--- config.mk ---
export PLATFORM = sky130hd
export DESIGN_NAME = rx_timestamp_insert
export DESIGN_NICKNAME = d
export VERILOG_FILES = /design/src/rtl/rx_timestamp_insert_pkg.sv /design/src/rtl/fallthrough_small_fifo.sv /design/src/rtl/rx_timestamp_insert.sv
export SDC_FILE = /design/constraint.sdc
export NUM_CORES = 1
export LEC_CHECK = 0
export BUFFER_PORTS_ARGS = -buffer_cell sky130_fd_sc_hd__buf_2
export CORE_UTILIZATION = 59
export DETAILED_ROUTE_END_ITERATION = 16
export PLACE_DENSITY = 0.79
export SETUP_SLACK_MARGIN = 0.5
export SYNTH_ARGS = -nofsm -noshare
export SYNTH_HDL_FRONTEND = slang
export SYNTH_SLANG_ARGS = --single-unit
--- constraint.sdc ---
create_clock -name clk -period 4.2 [get_ports clk]
set_input_delay 0.63 -clock clk [delete_from_list [all_inputs] [get_ports clk]]
set_output_delay 0.63 -clock clk [all_outputs]
set_load 0.01 [all_outputs]
--- src/rtl/rx_timestamp_insert_pkg.sv ---
// Shared constants for the RX timestamp insertion stage.
package rx_timestamp_insert_pkg;

  // Module-header ctrl value of the IOQ stage (mirrors the NF2 defines).
  localparam logic [7:0] IO_QUEUE_STAGE_NUM = 8'hff;

  // Timestamp width carried through the FIFO and into the stamp word.
  localparam int TS_W = 32;

  // Output FSM encoding.
  localparam logic [1:0] ST_HDR    = 2'd0;
  localparam logic [1:0] ST_INSERT = 2'd1;
  localparam logic [1:0] ST_BODY   = 2'd2;

endpackage

--- src/rtl/fallthrough_small_fifo.sv ---
// Small first-word-fall-through FIFO: the head entry is visible on dout
// whenever the FIFO is non-empty, without a read request.
module fallthrough_small_fifo #(
  parameter int WIDTH          = 72,
  parameter int MAX_DEPTH_BITS = 2
) (
  input  logic [WIDTH-1:0] din,
  input  logic             wr_en,
  input  logic             rd_en,
  output logic [WIDTH-1:0] dout,
  output logic             full,
  output logic             nearly_full,
  output logic             empty,
  input  logic             reset,
  input  logic             clk
);

  localparam logic [MAX_DEPTH_BITS:0] DEPTH   = (MAX_DEPTH_BITS+1)'(1 << MAX_DEPTH_BITS);
  localparam logic [MAX_DEPTH_BITS:0] NF_LVL  = DEPTH - 1'b1;

  logic [WIDTH-1:0]          mem [DEPTH];
  logic [MAX_DEPTH_BITS-1:0] wr_ptr, rd_ptr;
  logic [MAX_DEPTH_BITS:0]   depth;
  logic                      rd_ok;

  assign rd_ok       = rd_en && !empty;
  assign dout        = mem[rd_ptr];
  assign empty       = (depth == '0);
  assign full        = (depth == DEPTH);
  assign nearly_full = (depth >= NF_LVL);

  // Storage array; contents need no reset since depth gates visibility.
  always_ff @(posedge clk) begin
    if (wr_en) mem[wr_ptr] <= din;
  end

  // Pointers and occupancy, cleared asynchronously.
  always_ff @(posedge clk or posedge reset) begin
    if (reset) begin
      wr_ptr <= '0;
      rd_ptr <= '0;
      depth  <= '0;
    end else begin
      if (wr_en) wr_ptr <= wr_ptr + 1'b1;
      if (rd_ok) rd_ptr <= rd_ptr + 1'b1;
      case ({wr_en, rd_ok})
        2'b10:   depth <= depth + 1'b1;
        2'b01:   depth <= depth - 1'b1;
        default: depth <= depth;
      endcase
    end
  end

endmodule

--- src/rtl/rx_timestamp_insert.sv ---
// Stamps each packet with its arrival time: after the IOQ module header a
// 64-bit word {32'h0, ts} is inserted, ts being the free-running counter
// value seen when the header was written into this block.
module rx_timestamp_insert
  import rx_timestamp_insert_pkg::*;
#(
  parameter int          DATA_WIDTH = 64,
  parameter int          CTRL_WIDTH = DATA_WIDTH/8,
  parameter int          TS_DIV     = 1,
  parameter logic [31:0] TS_INIT    = 32'h0
) (
  input  logic                  clk,
  input  logic                  reset,
  input  logic [DATA_WIDTH-1:0] in_data,
  input  logic [CTRL_WIDTH-1:0] in_ctrl,
  input  logic                  in_wr,
  output logic                  in_rdy,
  output logic [DATA_WIDTH-1:0] out_data,
  output logic [CTRL_WIDTH-1:0] out_ctrl,
  output logic                  out_wr,
  input  logic                  out_rdy,
  output logic [31:0]           ts_now,
  output logic                  hdr_err
);

  localparam int             FW      = CTRL_WIDTH + DATA_WIDTH + TS_W;
  localparam int             PS_W    = 8;
  localparam logic [PS_W-1:0] PS_LAST = PS_W'(TS_DIV - 1);

  logic [FW-1:0]         fifo_din, fifo_dout;
  logic                  fifo_wr, fifo_rd, fifo_empty, fifo_nf, fifo_full, fifo_rst;
  logic [CTRL_WIDTH-1:0] head_ctrl;
  logic [DATA_WIDTH-1:0] head_data;
  logic [TS_W-1:0]       head_ts;
  logic                  head_is_hdr;

  logic [PS_W-1:0] ps_cnt;
  logic [TS_W-1:0] ts_cnt, ts_hold;
  logic [1:0]      state, state_nxt;
  logic            ld_ts;

  // Every entry carries the counter value of its write cycle; only the
  // header's copy is ever used.
  assign fifo_din  = {in_ctrl, in_data, ts_cnt};
  assign fifo_wr   = in_wr && !fifo_full;
  assign fifo_rst  = ~reset;
  assign head_ctrl = fifo_dout[FW-1 -: CTRL_WIDTH];
  assign head_data = fifo_dout[TS_W +: DATA_WIDTH];
  assign head_ts   = fifo_dout[TS_W-1:0];
  assign head_is_hdr = (head_ctrl == CTRL_WIDTH'(IO_QUEUE_STAGE_NUM));

  // Headroom of one slot lets the inserted word's bubble be absorbed.
  assign in_rdy = ~fifo_nf;
  assign ts_now = ts_cnt;

  fallthrough_small_fifo #(
    .WIDTH          (FW),
    .MAX_DEPTH_BITS (2)
  ) u_fifo (
    .din         (fifo_din),
    .wr_en       (fifo_wr),
    .rd_en       (fifo_rd),
    .dout        (fifo_dout),
    .full        (fifo_full),
    .nearly_full (fifo_nf),
    .empty       (fifo_empty),
    .reset       (fifo_rst),
    .clk         (clk)
  );

  // Prescaled free-running timestamp; wraps silently at 2^32.
  always_ff @(posedge clk or negedge reset) begin
    if (!reset) begin
      ps_cnt <= '0;
      ts_cnt <= TS_INIT;
    end else if (ps_cnt == PS_LAST) begin
      ps_cnt <= '0;
      ts_cnt <= ts_cnt + 32'd1;
    end else begin
      ps_cnt <= ps_cnt + 1'b1;
    end
  end

  // Output FSM: forward header, emit stamp word, forward body to EOP.
  always_comb begin
    state_nxt = state;
    fifo_rd   = 1'b0;
    out_wr    = 1'b0;
    out_data  = head_data;
    out_ctrl  = head_ctrl;
    hdr_err   = 1'b0;
    ld_ts     = 1'b0;
    case (state)
      ST_HDR: begin
        if (!fifo_empty && out_rdy) begin
          out_wr  = 1'b1;
          fifo_rd = 1'b1;
          if (head_is_hdr) begin
            ld_ts     = 1'b1;
            state_nxt = ST_INSERT;
          end else begin
            // Not a module header: pass it through and flag it. A ctrl of
            // zero means we are mid-packet, so follow it to its EOP.
            hdr_err = 1'b1;
            if (head_ctrl == '0) state_nxt = ST_BODY;
          end
        end
      end
      ST_INSERT: begin
        out_ctrl = '0;
        out_data = DATA_WIDTH'(ts_hold);
        if (out_rdy) begin
          out_wr    = 1'b1;
          state_nxt = ST_BODY;
        end
      end
      ST_BODY: begin
        if (!fifo_empty && out_rdy) begin
          out_wr  = 1'b1;
          fifo_rd = 1'b1;
          if (head_ctrl != '0) state_nxt = ST_HDR;
        end
      end
      default: state_nxt = ST_HDR;
    endcase
  end

  // FSM state and the captured header timestamp.
  always_ff @(posedge clk or negedge reset) begin
    if (!reset) begin
      state   <= ST_HDR;
      ts_hold <= '0;
    end else begin
      state <= state_nxt;
      if (ld_ts) ts_hold <= head_ts;
    end
  end

endmodule
Word-level counts from Yosys, hierarchy flattened
Memories as Yosys holds them, arrays and structs flattened.
Cells that the tools add are included.

cells by class
  add/sub/neg operators = 6
  multiply operators = 0
  divide/modulo/power cells = 0
  magnitude comparators = 1
  eq/ne operators = 11
  shift-type cells = 0
  mux-type cells = 23
  bitwise logic cells = 1
  reduce and logical (&&, ||, !) cells = 13

operator list
  cell                                                                count
  2-to-1 mux 64 bit                                                   1
  adder 32 x 1 -> 32 bit (second input constant)                      1
  logical NOT 8 bit                                                   2
  2-to-1 mux 8 bit                                                    2
  2-to-1 mux 2 bit                                                    6
  2-to-1 mux 1 bit                                                    11
  adder 8 x 1 -> 8 bit (second input constant)                        1
  equality test 8 bit (second input constant)                         1
  != test 2 bit (second input constant)                               4
  nonzero test 8 bit                                                  1
  one-hot mux 2 bit (3 select lines)                                  1
  one-hot mux 3 bit (2 select lines)                                  1
  AND reduction 5 bit                                                 1
  adder 2 x 1 -> 2 bit (second input constant)                        2
  equality test 2 x 1 -> 1 bit (second input constant)                2
  equality test 2 bit (second input constant)                         2
  adder 3 x 1 -> 3 bit (second input constant)                        1
  equality test 3 bit (second input constant)                         1
  greater-or-equal comparator 3 x 2 -> 1 bit (second input constant)  1
  logical AND 1 bit                                                   3
  logical NOT 3 bit                                                   1
  != test 3 bit (second input constant)                               1
  subtractor 3 x 1 -> 3 bit (second input constant)                   1
  logical NOT 1 bit                                                   2
  other kinds (5)                                                     5

storage, ports and cells
  register bits = 81
  latch bits = 0
  RAM bits = 416
  bits in read-only memories = 0
  bits of input ports = 76
  memories kept = 1

memories
  name        words  width  rd ports  clocked after memory_dff  write ports  line                          text
  u_fifo.mem  4      104    1         0                         1            fallthrough_small_fifo.sv:21  logic [WIDTH-1:0] mem [DEPTH];

Longest topological paths before layout
Gate-level depths: netlist (run 1).

  depth after elaboration = 8
  mapped depth = 10

Cells and area by module
From an unflattened synthesis (run 1), not the netlist that was laid out.

unflattened totals
  cell total of the unflattened synthesis = 921
  area total of the unflattened synthesis = 19336.0 um^2

modules (own cells, without submodules)
  module                  instances  cells an instance  area an instance (um^2)  seq. area each (um^2)
  fallthrough_small_fifo  1          583                15419.8                  12667.1
  rx_timestamp_insert     1          338                3916.3                   1851.8

Worst setup path before layout (run 1)
No wires, ideal clock.

  path type = in2reg
  from = input in_wr
  to = memory u_fifo.mem[0][0] in the netlist's numbering, enable pin
  setup time = 0.475 ns
  arrival time = 3.488 ns
  data required time = 3.725 ns
  path slack = 0.237 ns
  stages = 3
  buffers on the path = 0
  cell sequence = inv_1 -> a31oi_1 -> and2_1

on the way
  word-level cells in the longest chain between the ends = 3

RTL lines
  what                                    line                          text
  start: declaration                      rx_timestamp_insert.sv:16     input logic in_wr,
  logical AND 1 bit                       rx_timestamp_insert.sv:45     assign fifo_wr = in_wr && !fifo_full;
  2-to-1 mux 1 bit                        fallthrough_small_fifo.sv:34  if (wr_en) mem[wr_ptr] <= din;
  2-to-1 mux 1 bit (implied by the code)  fallthrough_small_fifo.sv:34
  end: declaration                        fallthrough_small_fifo.sv:21

No other way between the ends.

Final worst setup path (run 1)
  from = register u_fifo.rd_ptr[0]
  to = output hdr_err

on the way
  word-level cells in the longest chain between the ends = 5

RTL lines
  what                      line                          text
  start: declaration        fallthrough_small_fifo.sv:22  logic [MAX_DEPTH_BITS-1:0] wr_ptr, rd_ptr;
  start signal: assignment  fallthrough_small_fifo.sv:45  if (rd_ok) rd_ptr <= rd_ptr + 1'b1;
  memory (4 x 104 bit)      n/a
  equality test 8 bit       rx_timestamp_insert.sv:50     assign head_is_hdr = (head_ctrl == CTRL_WIDTH'(IO_QUEUE_STAGE_NUM));
  2-to-1 mux 1 bit          rx_timestamp_insert.sv:98     if (head_is_hdr) begin
  2-to-1 mux 1 bit          rx_timestamp_insert.sv:95     if (!fifo_empty && out_rdy) begin
  2-to-1 mux 1 bit          rx_timestamp_insert.sv:93     case (state)
  end: declaration          rx_timestamp_insert.sv:23     output logic hdr_err

No other way between the ends.

==> results of run 1 <==
-- flip-flops by register name, summed over array words and instances, names as in the netlist --
register,count
u_fifo.mem,416
ts_hold,32
ts_now,32
ps_cnt,8
u_fifo.depth,3
state,2
u_fifo.rd_ptr,2
u_fifo.wr_ptr,2
-- final timing paths --
kind | start | endpoint | slack (ns) | depth (start not counted)
max | u_fifo.rd_ptr[0] | hdr_err | 0.71 | 5
max in group asynchronous | reset | ts_now[5] | 3.15 | 2
max reg2reg | u_fifo.rd_ptr[1] | ts_hold[26] | 1.31 | 6
min in group clk | in_data[18] | u_fifo.mem[1][50] | 0.29 | 1
min | reset | ts_now[16] | 0.20 | 1
min reg2reg | ts_hold[21] | ts_hold[21] | 0.49 | 1
-- synth_stat cells, types with 2 or more instances --
cell type,count
sky130_fd_sc_hd__a31oi_1,2
sky130_fd_sc_hd__dfrtp_1,81
sky130_fd_sc_hd__nand2_1,113
sky130_fd_sc_hd__nor3_2,3
sky130_fd_sc_hd__nor2_1,12
sky130_fd_sc_hd__buf_6,4
sky130_fd_sc_hd__edfxtp_1,416
sky130_fd_sc_hd__and2_1,46
sky130_fd_sc_hd__nor3_1,2
sky130_fd_sc_hd__nand2b_1,2
sky130_fd_sc_hd__mux2_1,29
sky130_fd_sc_hd__clkbuf_1,21
sky130_fd_sc_hd__mux4_2,104
sky130_fd_sc_hd__inv_1,13
sky130_fd_sc_hd__or2_2,2
sky130_fd_sc_hd__buf_1,6
sky130_fd_sc_hd__buf_2,8
sky130_fd_sc_hd__xnor2_1,31
sky130_fd_sc_hd__mux2_2,4
sky130_fd_sc_hd__nor2b_1,3
sky130_fd_sc_hd__ha_1,8
sky130_fd_sc_hd__nand3_1,14
sky130_fd_sc_hd__nor4_1,3
sky130_fd_sc_hd__and3_1,6
sky130_fd_sc_hd__o21ai_0,2
sky130_fd_sc_hd__xor2_1,12
sky130_fd_sc_hd__nand4_1,13
-- power by group through the flow --
stage | sequential [mW] | clock [mW] | combinational, mW
final | 6.60 | 4.26 | 3.57
after global routing | 6.67 | 4.51 | 3.87
after CTS | 6.61 | 4.33 | 3.65
after detailed placement | 6.70 | 0 | 3.61
after global placement | 6.66 | 0 | 3.57
after floorplan | 6.45 | 0 | 2.59
-- layout by cell type (no fill, tap or decap), drive strengths merged, types with 5 or more instances in the layout --
cell type / count
edfxtp: 416
buf: 201
nand2: 113
mux4: 104
dfrtp: 81
clkbuf: 69
and2: 46
mux2: 33
xnor2: 31
inv: 16
nand3: 14
nand4: 13
clkinv: 13
xor2: 12
nor2: 12
ha: 8
and3: 6
nor3: 6
bufinv: 5
-- metal layers --
layer  track usage [%]  wire, um
met1              30.5     15300
met2              38.8     18600
met3              4.51      2360
met4              6.92       769
met5                 0         8
-- logic make-up after synthesis --
group           synth area share, %
simple gates                   5.88
xor+xnor                       1.97
compound gates                0.261
flops                          75.8
fa+ha+maj                     0.627
buf+inv                        1.29
mux                            14.2
-- area by class of cell --
cell class / count / area, sq um / share of cell area [%]
multi-input combinational: 424 / 4410 / 19.8
inverter: 13 / 48.8 / 0.220
clock inverter: 21 / 233 / 1.05
tap: 402 / 503 / 2.26
timing repair buffer: 201 / 1140 / 5.15
antenna: 2 / 5.00 / 0.0225
clock buffer: 69 / 1340 / 6.04
sequential: 497 / 14500 / 65.4
-- critical path: stages, from the launching register on --
cell	delay, ns
sky130_fd_sc_hd__dfrtp_4	0.82
sky130_fd_sc_hd__mux4_2	0.62
sky130_fd_sc_hd__nand4_1	0.12
sky130_fd_sc_hd__or2_1	0.19
sky130_fd_sc_hd__nor3b_1	0.35
sky130_fd_sc_hd__buf_2	0.20
==> results.md, run 1 <==
Run status:
- The flow ran to the end, and the final reports show no timing, DRC or antenna violations.

Placed design:
- The post-placement worst setup slack is 1.25 ns.
- In this run the cell area measured after placement is 0.0206 sq mm.
- The routability-driven placement congestion ratio is 0.744.
- Detailed placement ended at an HPWL of 21,900 um.
- In this run, placement finished with an instance count of 1,537.
- The count of buffers inserted at the top-level ports is 182.

Synth:
- sky130_fd_sc_hd__edfxtp_1 takes more of the synthesized area than any other cell.
- The post-synthesis cell count is 975.
- The number of warnings printed during yosys synthesis is 0.
- Of the synthesized area, sequential elements account for 75.8%.
- Yosys attributes the largest share of cell area to sky130_fd_sc_hd__edfxtp_1, sky130_fd_sc_hd__mux4_2, sky130_fd_sc_hd__dfrtp_1.
- The mapped cell area is 0.0192 sq mm.
- The count of flip-flops with a built-in enable after synthesis is 416.
- The synthesized netlist contains 42 unique library cells.
- The area share of the leading cell type in the synthesized netlist is 65.2%.
- The number of nets handed over by synthesis was 1,060.
- The register bit count reported by yosys is 497.
- The prevailing post-synth register cell is sky130_fd_sc_hd__edfxtp_1.
- Averaged over all synthesized cells, the footprint is 19.6 sq um.
- The async set or reset register ratio after synthesis is 16.3%.

Clock tree:
- CTS built an H-tree with a depth of 2.
- The number of clock buffers inserted by TritonCTS is 48.
- In this run, post-CTS hold repair placed 0 buffers.
- The number of gates resized after cts is 0.
- The clock latency of the later-clocked register in the worst-skew pair is 0.55 ns.
- The number of setup buffers added after CTS is 0.
- The clock passes through at most 3 buffers.
- The CTS tree is yes.
- The CTS sink count is 497.
- Clock-pin slew was measured on the worst setup and hold paths at 0.06 ns.
- The root buffer selected by CTS is sky130_fd_sc_hd__clkbuf_16.

Route:
- After detailed routing, the average wire length per cell comes to 22.8 um.
- The detailed router finished its first iteration with 574 violations.
- Using the TritonRoute via totals, the vias-per-cell ratio works out to 5.89.
- The routed design has 37,100 um of wire.
- In this run the remaining antenna-violating nets after routing total 0.
- The routed layout has 9,590 vias.
- The residual DRC count is 0.
- The first detailed-routing pass took 5 iterations.

Cells and area:
- The layout overhead on the synthesized area is 15.9%.
- The final net count is 1,270.
- After routing the design area is 0.0222 sq mm.
- The count of cells in the finished layout, fillers not included, comes to 1,629.
- The total of fill cells in the finished design is 1,946.
- Cells fill 70.0% of the core in the end.
- Cells with a size suffix above 1 make up 31.9% of the layout.

Power:
- The fraction of power spent switching nets is 27.4%.
- The maximum vdd ir drop is 349 uV.
- The clock group share of total power is 29.5%.
- The sum of internal, switching and leakage power is 14.4 mW.
- In this run, the combinational gates consume 24.8% of the power.
- The leakage power figure is 8.39 nW.
- Summed over all nets, the switching power comes to 3.96 mW.
- The register share of total power is 45.7%.
- In this run the power density over the cells is 650 mW/mm^2.
- The total internal power is 10.5 mW.

Floorplanning:
- The die span in y is 182 um.
- The total die area is 0.0332 sq mm.
- The total area inside the core boundary comes to 0.0317 sq mm.
- The row count is 65.
- The starting density of the core is 60.4%.
- The width of the die is 182 um.
- 183 I/O pins were placed.

Timing:
- In this run the tightest slew margin relative to its limit is 27.2%.
- Summed over all failing endpoints, the final setup total negative slack is 0 ns.
- The post-route minimum period is 3.49 ns.
- The final hold violation count is 0.
- The worst setup margin is 0.714 ns.
- The maximum operating frequency is 287 MHz.
- Setup repair after global routing left no endpoint under its margin.
- The number of failing setup endpoints in the final timing report is 0.
- The final period utilization is 83.0%.
- At the pin with the least slew margin, the transition time is 1.09 ns.
- The post-route clock skew is 0.0159 ns.
- The tightest hold path in the finished design has a slack of 0.201 ns.
- The final number of max-transition violations came to 0.

GRT:
- The largest net degree at the start of global routing is 67.
- The number of antenna violations at the first check in global routing is 3.
- The first global-routing pass estimated 56,900 um of wire.
- For this run, the total global-route usage over all layers was measured as 22.9%.
- The number of global-route vias before repair is 10,100.
- The total congestion overflow is 0.

Setup path:
- The worst path arrival time is 2.86 ns.
- The startpoint type of the worst setup path is a register.
- The critical path is of the reg2out type.
- For the worst setup path, the data required time is 3.57 ns.
- The type of element capturing the critical path is an output port.
- Along the worst path, the maximum fanout reaches 30.

Job:
- The count of max-cap constraint violations is 0.

Min path:
- The worst hold path belongs to the class in2async.
Note: power is estimated with default switching activity, not from simulation.
==> inputs of run 2 (changes only) <==
CORE_UTILIZATION = 53   (was 59)
PLACE_DENSITY = 0.75   (was 0.79)
clock period = 3.1 ns   (was 4.2 ns; I/O delays follow)
==> results.md, run 2 (same netlist as run 1, synthesis figures left out) <==
Floorplanning:
- The I/O pin total was 183 (unchanged).
- The total die area is 0.0369 sq mm (+11%).
- The width of the die was 192 um (+5.4%).
- The die span in y is 192 um (+5.4%).
- The row count is 69 (+6.2%).
- The core region area is 0.0356 sq mm (+12%).
- The starting density of the core is 53.8% (-6.5 points).

Clock tree:
- The maximum count of clock buffers along a single path was 3 (unchanged).
- The clock latency of the later-clocked register in the worst-skew pair is 0.57 ns (+0.02 ns).
- The CTS sink count was 497 (unchanged).
- The maximum level of the CTS H-tree is 2 (unchanged).
- TritonCTS built the clock tree.
- The clock transition at the registers of the reported paths came to 0.06 ns (about the same).
- The number of clock buffers inserted by TritonCTS is 50 (+4.2%).
- The cell sitting at the root of the clock tree is a sky130_fd_sc_hd__clkbuf_16.

Cells and area:
- The ratio of cells with drive above 1 in the final layout is 37.9% (+6.0 points).
- The post-route standard cell area excluding fillers came to 0.0234 sq mm (+5.2%).
- The register containing the most flip-flops in the final layout is u_fifo.mem.
- The layout overhead on the synthesized area is 22.0%.
- The count of non-filler cells in the finished layout is 1,739 (+6.8%).
- The number of antenna diodes came to 0 (-2).
- The final net count is 1,321 (+4.0%).
- The top cell types in the final layout, fill and taps aside, are sky130_fd_sc_hd__edfxtp_1, sky130_fd_sc_hd__buf_2, sky130_fd_sc_hd__mux4_2.
- The flip-flop count of the largest register, all copies and words added is 416 (unchanged).
- The core utilization of the finished layout is 65.7% (-4.3 points).
- The library cell used most frequently in the layout, excluding fill and tap cells, is sky130_fd_sc_hd__edfxtp_1.

Route:
- The number of optimization iterations in the first detailed-route pass is 5 (unchanged).
- The detailed-route wire length is 39,800 um (+7.3%).
- The residual DRC count is 0 (unchanged).
- The routed via count divided by cell count is 5.58 (-5.1%).
- The routed length per placed instance is 22.9 um (+0.48%).
- The total via count after detailed routing came to 9,711 (+1.3%).
- The remaining number of nets flagged by the antenna check after routing is 0 (unchanged).
- The initial DRC count was 698 (+22%).

Timing:
- The remaining max-slew budget at the tightest pin was 48.2% (+21 points).
- The final hold violation count is 0 (unchanged).
- The smallest clock period supported by the final layout is computed as 2.77 ns.
- The post-route setup TNS was 0 ns (unchanged).
- The final number of max-transition violations is 0 (unchanged).
- Setup repair after global routing could not meet its margin everywhere.
- The post-route clock skew is 0.0134 ns (-0.00244 ns).
- The final period utilization is 89.4%.
- The maximum operating frequency is 361 MHz.
- The number of failing setup endpoints in the final timing report came to 0 (unchanged).
- The transition time of the tightest slew-check pin is 0.777 ns (-0.313 ns).

GRT:
- The global-route usage over all layers came to 21.4% (-1.5 points).
- The wire length of the first global-routing pass is 58,200 um (+2.4%).
- The number of antenna violations at the first check in global routing is 0 (-3).
- The number of global-route vias before repair is 10,000 (-1.4%).
- The total congestion overflow is 0 (unchanged).
- The largest net degree at the start of global routing is 76 (+13%).

Setup path:
- STA classifies the critical path endpoint as an output port.
- Among all stages on the critical path, the largest delay is contributed by sky130_fd_sc_hd__mux4_2.
- The worst path arrival time is 2.30 ns (-0.56 ns).
- The capturing element of the worst setup path is hdr_err.
- The number of buffer and inverter stages on the critical path is 2 (+1).
- The capturing point of the worst reg2reg path is ts_hold[8].
- The most critical setup path has its startpoint at u_fifo.rd_ptr[0].
- The register-to-register path setup slack is 0.65 ns (-0.66 ns).
- The worst setup path is launched from a register.
- The number of cells on the critical path is 6 (+1).
- The cell family contributing the most delay on the critical path is multiplexers.
- The number of cells on the worst reg-to-reg path is 8 (+2).
- The critical path goes through buf_12 > mux4_2 > nand4_1 > or2_4 > nor3b_4 > buf_2.
- The startpoint of the most critical register-to-register path is u_fifo.rd_ptr[0].
- The critical-path maximum fanout is 6 (-80%).
- The largest stage delay on the critical path came to 0.53 ns (-0.29 ns).
- The required time of the worst setup path is 2.63 ns (-0.94 ns).
- The type of the worst setup path is reg2out.

Placed design:
- The count of buffers inserted at the top-level ports came to 182 (unchanged).
- The placed cell area is 0.0209 sq mm (+1.1%).
- The instance count after placement with tap cells included came to 1,607 (+4.6%).
- The HPWL after detailed placement is 22,400 um (+2.4%).
- The routability-driven placement congestion ratio is 0.734 (-1.4%).

Min path:
- The startpoint identified for the worst hold timing path is in_data[5].
- In this run the worst hold path is classified as in2reg.

Power:
- The areal power density over the cells was 911 mW/mm^2 (+40%).
- The sum of internal, switching and leakage power is 21.3 mW (+48%).
- The leakage power figure is 8.96 nW (+6.7%).
- The maximum vdd ir drop was 651 uV (+86%).

Job:
- The count of max-cap constraint violations was 0 (unchanged).

Run status:
- The flow ran to the end, and the final reports show no timing, DRC or antenna violations.
run 2: cell types whose count changed in the layout (fill, tap and decap cells not counted), sizes merged, moves of 2 or more:
cell    change
buf        +39
diode       -2
bufbuf      +2
clkbuf      +7
clkinv      +3
run 2: repair_timing:
item | CTS | global route
endpoints found under the hold margin | 49 | 0
pin swaps | 3 | 39
resized for setup | 13 | 68
gates cloned | 2 | 8
buffers inserted | 12 | 15
hold buffers | 1 | 0
endpoints found under the setup margin | 73 | 69
run 2: how the worst min path moves through the flow:
stage | end | cells past startpoint
2_1_floorplan | ps_cnt[0] | 0
3_3_place_gp | ts_hold[12] | 1
3_5_place_dp | ts_hold[21] | 1
4_1_cts | u_fifo.mem[3][87] | 1
5_1_grt | u_fifo.mem[3][87] | 1
6_report | u_fifo.mem[0][37] | 1
run 2: per-layer routing:
layer  share of wire [%]  track usage (%)  vias up
li1                    -                -     4335
met1                  42             29.1     5052
met2                  50             35.8      269
met3                 6.0             4.39       55
met4                 1.8             4.91        0
met5                   0                0        -
run 2: cell type report:
cell class              count  area [sq um]
flip-flops and latches    497         14500
fillers                  2379         12200
multi-input cells         425          4530
repair buffers            249          2040
clock buffers              70          1390
well taps                 461           577
clock inverters            24           262
inverters                  13          48.8
run 2: per-stage QoR:
stage               hold slack [ns]  worst slack [ns]
global route                 0.0847             0.264
CTS                          0.0746             0.336
floorplan                     0.169             0.419
detailed placement            0.475             0.474
finish                        0.101             0.330
global placement              0.468             0.504
run 2: where the power goes:
part	internal, mW	leakage [nW]	total (mW)	switching (mW)
Clock	3.48	0.810	5.97	2.48
Sequential	8.41	5.09	8.69	0.280
Combinational	3.50	3.06	6.63	3.14
==> inputs of run 3 (changes only) <==
PLACE_DENSITY = 0.81   (was 0.75)
==> results.md, run 3 (same netlist as run 1, synthesis figures left out) <==
Clock tree:
- The maximum count of clock buffers along a single path is 3 (unchanged).
- The clock transition at the registers of the reported paths came to 0.06 ns (about the same).
- TritonCTS built the clock tree.
- The number of clock buffers inserted by TritonCTS is 48 (-4.0%).
- The CTS sink count is 497 (unchanged).
- The root buffer selected by CTS is sky130_fd_sc_hd__clkbuf_16.
- The clock latency of the later-clocked register in the worst-skew pair is 0.58 ns (about the same).
- The maximum level of the CTS H-tree is 2 (unchanged).

Timing:
- The worst-case hold slack came to 0.0989 ns (-0.00201 ns).
- The final hold violation count is 0 (unchanged).
- The remaining max-slew budget at the tightest pin is 55.8% (+7.6 points).
- The maximum operating frequency is 355 MHz (-1.7%).
- Setup repair after global routing could not meet its margin everywhere.
- The post-route setup TNS was 0 ns (unchanged).
- The final number of max-transition violations is 0 (unchanged).
- The number of failing setup endpoints in the final timing report is 0 (unchanged).
- The transition time of the tightest slew-check pin is 0.663 ns (-0.114 ns).
- The post-route clock skew is 0.0146 ns (+0.00113 ns).
- The post-route minimum period came to 2.82 ns (+0.0481 ns).
- The final period utilization is 90.9% (+1.6 points).

GRT:
- The wire length of the first global-routing pass is 59,300 um (+1.8%).
- The number of global-route vias before repair is 10,300 (+2.7%).
- The number of antenna violations at the first check in global routing is 2 (+2).
- The largest net degree at the start of global routing is 66 (-13%).
- The total congestion overflow is 0 (unchanged).
- The global-route usage over all layers is 21.9% (+0.52 points).

Floorplanning:
- The row count came to 69 (unchanged).
- The die span in y is 192 um (unchanged).
- The width of the die is 192 um (unchanged).
- The starting density of the core is 53.8% (unchanged).
- The total die area is 0.0369 sq mm (unchanged).
- The I/O pin total came to 183 (unchanged).
- The core region area is 0.0356 sq mm (unchanged).

Min path:
- The startpoint identified for the worst hold timing path is in_data[21].
- The destination of the worst hold path is u_fifo.mem[0][53].
- The tightest min-delay check is of the in2reg type.
- The number of cells traversed by the worst hold path was 1 (unchanged).

Setup path:
- The worst path arrival time is 2.35 ns (+0.05 ns).
- The library cell contributing the largest single delay on the critical path is sky130_fd_sc_hd__mux4_2.
- The worst setup path is captured at an output port.
- The startpoint type of the worst setup path is a register.
- The capturing point of the worst reg2reg path is ts_hold[31].
- The startpoint of the most critical register-to-register path is u_fifo.rd_ptr[0].
- The critical path is of the reg2out type.
- The number of buffer and inverter stages on the critical path came to 2 (unchanged).
- The critical path goes through buf_12 > mux4_2 > nand4_1 > or2_4 > nor3b_4 > buf_2.
- The register-to-register path setup slack was 0.59 ns (-0.06 ns).
- The cell family contributing the most delay on the critical path is multiplexers.
- The number of cells on the worst reg-to-reg path is 8 (unchanged).
- The largest stage delay on the critical path is 0.53 ns (about the same).
- The critical-path maximum fanout was 7 (+1).
- The required time of the worst setup path is 2.63 ns (about the same).
- The number of cells on the critical path is 6 (unchanged).

Cells and area:
- The top cell types in the final layout, fill and taps aside, are sky130_fd_sc_hd__edfxtp_1, sky130_fd_sc_hd__buf_2, sky130_fd_sc_hd__mux4_2.
- The layout overhead on the synthesized area is 21.0%.
- The ratio of cells with drive above 1 in the final layout came to 37.4% (-0.59 points).
- The number of antenna diodes is 0 (unchanged).
- The post-route standard cell area excluding fillers came to 0.0232 sq mm (-0.86%).
- The library cell used most frequently in the layout, excluding fill and tap cells, is sky130_fd_sc_hd__edfxtp_1.
- The total of fill cells in the finished design is 2,405 (+1.1%).
- The register containing the most flip-flops in the final layout is u_fifo.mem.
- The core utilization of the finished layout is 65.1% (-0.56 points).
- The final net count is 1,312 (-0.68%).
- The flip-flop count of the largest register, all copies and words added is 416 (unchanged).

Job:
- The count of max-cap constraint violations came to 0 (unchanged).

Route:
- The number of optimization iterations in the first detailed-route pass is 5 (unchanged).
- The total via count after detailed routing is 9,767 (+0.58%).
- The initial DRC count is 578 (-17%).
- The routed via count divided by cell count is 5.66 (+1.3%).
- The remaining number of nets flagged by the antenna check after routing is 0 (unchanged).
- The routed length per placed instance was 22.8 um (-0.12%).
- The residual DRC count is 0 (unchanged).
- The detailed-route wire length came to 39,400 um (-0.81%).

Power:
- The sum of internal, switching and leakage power is 20.9 mW (-1.8%).
- The areal power density over the cells is 902 mW/mm^2 (-0.98%).
- The leakage power figure came to 8.83 nW (-1.4%).
- The maximum vdd ir drop is 765 uV (+18%).

Placed design:
- The HPWL after detailed placement is 21,900 um (-2.1%).
- The placed cell area was 0.0208 sq mm (-0.13%).
- The routability-driven placement congestion ratio came to 0.754 (+2.7%).
- The count of buffers inserted at the top-level ports is 182 (unchanged).

Run status:
- The flow ran to the end, and the final reports show no timing, DRC or antenna violations.
==> run 3: how the worst max path moves through the flow <==
stage | start | to | slack [ns]
floorplan | u_fifo.depth[0] | u_fifo.mem[0][0] | 0.42
global placement | u_fifo.rd_ptr[0] | hdr_err | 0.55
detailed placement | u_fifo.rd_ptr[0] | hdr_err | 0.44
CTS | u_fifo.rd_ptr[0] | hdr_err | 0.29
global route | u_fifo.rd_ptr[0] | hdr_err | 0.19
finish | u_fifo.rd_ptr[0] | hdr_err | 0.28
==> run 3: where the power goes <==
part,total (mW),switching [mW],internal [mW]
combinational,6.53,3.04,3.48
clock,5.62,2.38,3.24
sequential,8.75,0.338,8.41
total,20.9,5.76,15.1
==> run 3: area by class of cell <==
class / count / area [sq um] / area share [%]
Multi-Input combinational cell: 425 / 4530 / 19.5
Tap cell: 461 / 577 / 2.49
Timing Repair Buffer: 242 / 1970 / 8.49
Inverter: 13 / 48.8 / 0.211
Clock buffer: 70 / 1380 / 5.93
Clock inverter: 19 / 149 / 0.643
Sequential cell: 497 / 14500 / 62.7
==> run 3: repair_timing <==
item	in CTS	in global routing
hold endpoints to repair	42	0
buffers inserted	17	8
hold buffers	1	0
gates cloned	5	2
gates resized for setup	41	56
endpoints found under the setup margin	74	69
pin swaps	13	5
==> run 3: through the flow <==
| step | std cells | setup WS, ns |
|---|---|---|
| floorplan | 975 | 0.419 |
| global placement | 1605 | 0.546 |
| detailed placement | 1605 | 0.437 |
| CTS | 1717 | 0.289 |
| global route | 1727 | 0.185 |
| finish | 1727 | 0.282 |
==> run 3: routing by layer <==
layer	GRT usage (%)	vias to the layer above	part of all wire, %
li1	-	4317	-
met1	29.1	5080	41
met2	36.6	304	50
met3	4.93	62	6.4
met4	6.06	4	1.8
met5	0	-	0.068
